File: src/rtl/exception_sequencer_pkg.sv
// Shared definitions for the exception entry sequencer: cause codes, FSM states,
// default vector base and the vector address helper.
package exc_pkg;

  localparam logic [1:0]  CAUSE_OPCODE = 2'b00;
  localparam logic [1:0]  CAUSE_OVF    = 2'b01;
  localparam logic [1:0]  CAUSE_DIV0   = 2'b10;

  localparam logic [31:0] VEC_BASE_DEFAULT = 32'd253;

  typedef enum logic [1:0] {
    ST_IDLE  = 2'b00,
    ST_SAVE  = 2'b01,
    ST_FETCH = 2'b10,
    ST_LOAD  = 2'b11
  } exc_state_t;

  // Vector address wraps modulo 2^32.
  function automatic logic [31:0] vec_addr(input logic [31:0] base, input logic [1:0] cause);
    return base + {30'b0, cause};
  endfunction

endpackage

File: src/rtl/exception_sequencer_if.sv
// Request, memory and PC/EPC write signals of the exception sequencer.
// Mask write signals exist only when EXC_MASK_EN is defined.
interface exception_sequencer_if;

  logic        req_opcode;
  logic        req_ovf;
  logic        req_div0;
  logic [31:0] pc_in;
  logic [7:0]  mem_rdata;
  logic        mem_rd;
  logic [31:0] mem_addr;
  logic        epc_wr;
  logic [31:0] epc_data;
  logic        cause_wr;
  logic [1:0]  cause;
  logic        pc_wr;
  logic [31:0] pc_data;
  logic        busy;
`ifdef EXC_MASK_EN
  logic        mask_wr;
  logic [2:0]  mask_wdata;
`endif

  modport master (
    output req_opcode, req_ovf, req_div0, pc_in, mem_rdata,
`ifdef EXC_MASK_EN
    output mask_wr, mask_wdata,
`endif
    input  mem_rd, mem_addr, epc_wr, epc_data, cause_wr, cause, pc_wr, pc_data, busy
  );

  modport slave (
    input  req_opcode, req_ovf, req_div0, pc_in, mem_rdata,
`ifdef EXC_MASK_EN
    input  mask_wr, mask_wdata,
`endif
    output mem_rd, mem_addr, epc_wr, epc_data, cause_wr, cause, pc_wr, pc_data, busy
  );

endinterface

File: src/rtl/exception_sequencer_prio.sv
// Fixed-priority 3-to-2 encoder (opcode > ovf > div0) with per-source mask.
// Request and mask bit order is {div0, ovf, opcode}.
module exc_priority_enc
  import exc_pkg::*;
(
  input  logic [2:0] i_req,
  input  logic [2:0] i_mask,
  output logic [1:0] o_cause,
  output logic       o_valid
);

  logic [2:0] w_req;

  assign w_req = i_req & ~i_mask;

  always_comb begin
    o_cause = CAUSE_OPCODE;
    o_valid = |w_req;
    if (w_req[0])      o_cause = CAUSE_OPCODE;
    else if (w_req[1]) o_cause = CAUSE_OVF;
    else if (w_req[2]) o_cause = CAUSE_DIV0;
  end

endmodule

File: src/rtl/exception_sequencer.sv
// Exception entry sequencer: save EPC/cause, fetch handler byte from the vector
// table, load PC. Optional request mask register under EXC_MASK_EN.
//
//   state | meaning
//   IDLE  | waiting for an enabled request
//   SAVE  | epc_wr/cause_wr/mem_rd strobe, vector address driven
//   FETCH | waiting MEM_LAT cycles for the vector byte
//   LOAD  | pc_wr with the handler address
module exception_sequencer
  import exc_pkg::*;
#(
  parameter logic [31:0] VEC_BASE = VEC_BASE_DEFAULT,
  parameter int unsigned MEM_LAT  = 1
) (
  input  logic                   clk,
  input  logic                   reset_n,
  exception_sequencer_if.slave   bus
);

  localparam logic [3:0] LAT = 4'(MEM_LAT);

  exc_state_t  r_state;
  logic [3:0]  r_cnt;
  logic [31:0] r_epc_q;
  logic [7:0]  r_handler_q;
  logic [1:0]  r_cause;
  logic        r_busy;
  logic        r_mem_rd;
  logic [31:0] r_mem_addr;
  logic        r_epc_wr;
  logic        r_cause_wr;
  logic        r_pc_wr;

  logic [2:0]  w_req;
  logic [2:0]  w_mask;
  logic [1:0]  w_cause;
  logic        w_valid;

  assign w_req = {bus.req_div0, bus.req_ovf, bus.req_opcode};

`ifdef EXC_MASK_EN
  logic [2:0] r_mask;

  always_ff @(posedge clk or negedge reset_n) begin
    if (!reset_n)         r_mask <= 3'b000;
    else if (bus.mask_wr) r_mask <= bus.mask_wdata;
  end

  assign w_mask = r_mask;
`else
  assign w_mask = 3'b000;
`endif

  exc_priority_enc u_prio (
    .i_req   (w_req),
    .i_mask  (w_mask),
    .o_cause (w_cause),
    .o_valid (w_valid)
  );

  always_ff @(posedge clk or negedge reset_n) begin
    if (!reset_n) begin
      r_state     <= ST_IDLE;
      r_cnt       <= '0;
      r_epc_q     <= '0;
      r_handler_q <= '0;
      r_cause     <= CAUSE_OPCODE;
      r_busy      <= 1'b0;
      r_mem_rd    <= 1'b0;
      r_mem_addr  <= '0;
      r_epc_wr    <= 1'b0;
      r_cause_wr  <= 1'b0;
      r_pc_wr     <= 1'b0;
    end else begin
      case (r_state)
        ST_IDLE: begin
          if (w_valid) begin
            r_state    <= ST_SAVE;
            r_cause    <= w_cause;
            r_epc_q    <= bus.pc_in;
            r_busy     <= 1'b1;
            r_epc_wr   <= 1'b1;
            r_cause_wr <= 1'b1;
            r_mem_rd   <= 1'b1;
            r_mem_addr <= vec_addr(VEC_BASE, w_cause);
          end
        end
        ST_SAVE: begin
          r_state    <= ST_FETCH;
          r_cnt      <= LAT;
          r_epc_wr   <= 1'b0;
          r_cause_wr <= 1'b0;
          r_mem_rd   <= 1'b0;
        end
        ST_FETCH: begin
          r_cnt <= r_cnt - 4'd1;
          // Terminal count: this is the cycle the vector byte is valid.
          if (r_cnt == 4'd1) begin
            r_handler_q <= bus.mem_rdata;
            r_state     <= ST_LOAD;
            r_mem_addr  <= '0;
            r_pc_wr     <= 1'b1;
          end
        end
        ST_LOAD: begin
          r_state <= ST_IDLE;
          r_pc_wr <= 1'b0;
          r_busy  <= 1'b0;
        end
        default: begin
          r_state <= ST_IDLE;
        end
      endcase
    end
  end

  assign bus.busy     = r_busy;
  assign bus.mem_rd   = r_mem_rd;
  assign bus.mem_addr = r_mem_addr;
  assign bus.epc_wr   = r_epc_wr;
  assign bus.epc_data = r_epc_q;
  assign bus.cause_wr = r_cause_wr;
  assign bus.cause    = r_cause;
  assign bus.pc_wr    = r_pc_wr;
  assign bus.pc_data  = {24'b0, r_handler_q};

endmodule

File: src/flat_wrapper.sv
// flat-port wrapper written by rule: the top's interface ports become plain ports
module exception_sequencer_flat import exc_pkg::*;
#(
  parameter logic [31:0] VEC_BASE = VEC_BASE_DEFAULT,
  parameter int unsigned MEM_LAT  = 1
)
  (clk, reset_n, bus_req_opcode, bus_req_ovf, bus_req_div0, bus_pc_in, bus_mem_rdata, bus_mem_rd, bus_mem_addr, bus_epc_wr, bus_epc_data, bus_cause_wr, bus_cause, bus_pc_wr, bus_pc_data, bus_busy);
  exception_sequencer_if bus_i ();
  input  logic clk;
  input  logic reset_n;
  input wire logic [$bits(bus_i.req_opcode)-1:0] bus_req_opcode;
  input wire logic [$bits(bus_i.req_ovf)-1:0] bus_req_ovf;
  input wire logic [$bits(bus_i.req_div0)-1:0] bus_req_div0;
  input wire logic [$bits(bus_i.pc_in)-1:0] bus_pc_in;
  input wire logic [$bits(bus_i.mem_rdata)-1:0] bus_mem_rdata;
  output wire logic [$bits(bus_i.mem_rd)-1:0] bus_mem_rd;
  output wire logic [$bits(bus_i.mem_addr)-1:0] bus_mem_addr;
  output wire logic [$bits(bus_i.epc_wr)-1:0] bus_epc_wr;
  output wire logic [$bits(bus_i.epc_data)-1:0] bus_epc_data;
  output wire logic [$bits(bus_i.cause_wr)-1:0] bus_cause_wr;
  output wire logic [$bits(bus_i.cause)-1:0] bus_cause;
  output wire logic [$bits(bus_i.pc_wr)-1:0] bus_pc_wr;
  output wire logic [$bits(bus_i.pc_data)-1:0] bus_pc_data;
  output wire logic [$bits(bus_i.busy)-1:0] bus_busy;
  assign bus_i.req_opcode = bus_req_opcode;
  assign bus_i.req_ovf = bus_req_ovf;
  assign bus_i.req_div0 = bus_req_div0;
  assign bus_i.pc_in = bus_pc_in;
  assign bus_i.mem_rdata = bus_mem_rdata;
  assign bus_mem_rd = bus_i.mem_rd;
  assign bus_mem_addr = bus_i.mem_addr;
  assign bus_epc_wr = bus_i.epc_wr;
  assign bus_epc_data = bus_i.epc_data;
  assign bus_cause_wr = bus_i.cause_wr;
  assign bus_cause = bus_i.cause;
  assign bus_pc_wr = bus_i.pc_wr;
  assign bus_pc_data = bus_i.pc_data;
  assign bus_busy = bus_i.busy;
  exception_sequencer #(.VEC_BASE(VEC_BASE), .MEM_LAT(MEM_LAT)) u_core (.clk(clk), .reset_n(reset_n), .bus(bus_i));
endmodule
File: config.mk
export PLATFORM = sky130hd
export DESIGN_NAME = exception_sequencer_flat
export DESIGN_NICKNAME = d
export VERILOG_FILES = /design/src/rtl/exception_sequencer_pkg.sv /design/src/rtl/exception_sequencer_if.sv /design/src/rtl/exception_sequencer_prio.sv /design/src/rtl/exception_sequencer.sv /design/src/flat_wrapper.sv
export SDC_FILE = /design/constraint.sdc
export NUM_CORES = 1
export LEC_CHECK = 0
export CORE_UTILIZATION = 44
export CTS_BUF_LIST = sky130_fd_sc_hd__clkbuf_8
export DETAILED_ROUTE_END_ITERATION = 6
export PLACE_DENSITY = 0.89
export RECOVER_POWER = 100
export SETUP_SLACK_MARGIN = 0.3
export SLEW_MARGIN = 20
export SYNTH_ARGS = -nofsm -noshare
export SYNTH_HDL_FRONTEND = slang
export SYNTH_SLANG_ARGS = --single-unit
File: constraint.sdc
create_clock -name clk -period 3.9 [get_ports clk]
set_clock_uncertainty 0.1 [all_clocks]
set_input_delay 0.78 -clock clk [delete_from_list [all_inputs] [get_ports clk]]
set_output_delay 0.78 -clock clk [all_outputs]
set_load 0.05 [all_outputs]
==> results_dict.tcl <==
set metrics [dict create \
    layout_commonest_cell "dlygate4sd3_1" \
    grt_pass1_vias 1609 \
    start_kind "primary input" \
    io_buffers 100 \
    antenna_found_initial 0 \
    grt_pass1_wl_um 7645 \
    drc 0 \
    tns_ps 0 \
    wirelength_um 4989 \
    cap_viol_max_count 0 \
    initial_core_util 0.4616 \
    slew_violations 0 \
    drive_above_1_share 0.1529 \
    reg2reg_depth 5 \
    cp.arrival_ps 3000 \
    synth_compound_area_frac 0.06109 \
    overflow 0 \
    finalHoldViolCount 0 \
    min_path_type "flop to flop" \
    die_h_um 81.28 \
    clk_pin_slew_ps 90 \
    regToRegEndpoint "u_core.r_state[1]$_DFFE_PN0P_" \
    setup_viol 0 \
    vias 1794 \
    gr-usage-all-layers 0.1523 \
    postCtsHoldBufs 0 \
    yosysWarnings 0 \
    core_um2 5991 \
    cts_buffers 5 \
    final.period_utilization 0.7455 \
    dp_hpwl_um 3908 \
    ys_seq_area_frac 0.4977 \
    rsz0062_at_grt "false" \
    tritoncts "yes" \
    r2r-start "u_core.r_state[0]$_DFFE_PN0P_" \
    io_pins 148 \
    synth_fa_ha_area_frac 0.03620 \
    ant_nets 0 \
    synth_top_family_by_area "buffers and inverters" \
    netlist_instances 219 \
    r2r_slack_ps 1250 \
    syn_area_per_cell_um2 12.63 \
    cts.sinks 55 \
    min_to "u_core.bus.cause[0]$_DFFE_PN0P_" \
    ys_ff_latch 55 \
    final_cell_mix "dlygate4sd3_1 (57), dfrtp_1 (55), conb_1 (47), clkdlybuf4s50_1 (42), mux2_2 (37)" \
    synth.mux.area_fraction 0.1706 \
    die_area_um2 6606 \
    fmax_mhz 343.9 \
    diodes 0 \
    outcome "finished, final reports clean" \
    clkLatencyLatePin_ps 290 \
    netlist_area_um2 2765 \
    cts_resized 0 \
    postCtsSetupRepairBufs 0 \
    layout.nets 366 \
    gp_congestion 0.6844 \
    wl_per_cell_um 12.83 \
    synthSimpleGateAreaFrac 0.05566 \
    drtPass1Iterations 4 \
    hold_depth 1 \
    area_growth_pct 32.85 \
    h-tree-depth 2 \
    grt_max_degree 35 \
    vias_per_cell 4.612 \
    worst_pin_slew_ps 1363 \
    max-slew-margin-rel 0.09104 \
    die_x_um 81.28 \
    drt_iter0_drc 43 \
    worstSetupPathType "primary input to flop" \
    crit_required_ps 3990 \
    num_rows 28 \
    cts_buffer_depth 2 \
    post-route-min-period_ps 2907 \
    synth.distinct_cells 33 \
    min_from "u_core.bus.cause[0]$_DFFE_PN0P_" \
    worstSetupEndpointType "flop" \
    cts_root_buffer "clkbuf_8" \
    synth_xor_area_frac 0 \
    cp_max_fo 8 \
]
## final cells by class
type                       count  area, um^2
clock inverter                 2       35.03
fill                         498        2317
clock buffer                   6       82.58
tap                           75       93.84
timing repair buffer         102        1010
sequential                    55        1376
multi-input combinational    140        1042
inverter                       9       33.78
## through the flow
| stage | cells | setup WS (ps) | hold slack [ps] | util | cell area (um^2) |
|---|---|---|---|---|---|
| CTS | 389 | 1274 | 377.2 | 0.6182 | 3704 |
| global placement | 381 | 1217 | 376.0 | 0.5986 | 3586 |
| detailed placement | 381 | 1143 | 384.3 | 0.5986 | 3586 |
| global route | 389 | 827.2 | 427.5 | 0.6132 | 3674 |
| finish | 389 | 992.6 | 397.4 | 0.6132 | 3674 |
| floorplan | 265 | 1914 | 384.4 | - | 2938 |
## synthesized netlist by cell type (all sizes together)
cell type  instances  area share
mux2i              1      0.0036
nor3b              2      0.0054
o21a               1      0.0027
nor2b              3      0.0068
inv                9       0.012
o2bb2ai            2      0.0063
o31ai              1      0.0077
nor2               1      0.0014
o32a               1      0.0036
o21ai              5      0.0090
mux2              41        0.17
or3                1      0.0023
ha                 8       0.036
buf               59        0.16
a2bb2oi            1      0.0054
o211ai             1      0.0027
a21oi              3      0.0054
o221ai             3      0.0095
nand2              3      0.0041
clkbuf             2      0.0027
or4                2      0.0054
a22o               2      0.0063
nor4b              1      0.0086
and2               1      0.0023
or3b               1      0.0032
o22ai              1      0.0023
nand3b             4       0.011
dfrtp             55        0.50
nand3              3      0.0054
conb               1      0.0014
## logic make-up after synthesis
family | count (synthesis)
mux | 42
fa+ha+maj | 8
buf+inv | 70
other cells | 1
compound gates | 21
simple gates | 22
flops | 55
## critical path, cell delays in order
cell	delay (ps)
dlygate4sd3_1	610
nor4b_1	1060
a21oi_1	200
mux2_2	350
## per-layer routing
metal,global-route usage,part of all wire,vias to the layer above
met1,0.1901,0.41,879
li1,-,-,834
met2,0.2667,0.52,79
met4,0.03214,0.0026,0
met5,0,0,-
met3,0.03483,0.073,2
## registers in the layout, indices dropped and copies added, names as in the netlist
| name | cells |
|---|---|
| u_core.bus.epc_data | 32 |
| u_core.r_handler_q | 8 |
| u_core.bus.mem_addr | 4 |
| u_core.r_cnt | 4 |
| u_core.bus.cause | 2 |
| u_core.r_state | 2 |
| u_core.bus.busy | 1 |
| u_core.bus.mem_rd | 1 |
| u_core.bus.pc_wr | 1 |
## worst max path at each step
stage | startpoint | to | slack [ps] | cells after the start
after global placement | bus_req_div0 | u_core.bus.epc_data[9]$_DFFE_PN0P_ | 1220 | 4
final | bus_req_ovf | u_core.r_state[1]$_DFFE_PN0P_ | 990 | 4
after global routing | bus_req_ovf | u_core.r_state[1]$_DFFE_PN0P_ | 830 | 4
after detailed placement | bus_req_ovf | u_core.bus.epc_data[9]$_DFFE_PN0P_ | 1140 | 4
after floorplan | bus_req_div0 | u_core.bus.epc_data[10]$_DFFE_PN0P_ | 1910 | 3
after CTS | u_core.bus.mem_addr[7]$_DFFE_PN0P_ | bus_mem_addr[5] | 1270 | 1
Power is left out: the tool's default activity adds up to more than one toggle a clock period on the data nets, which glitch-free logic cannot reach.
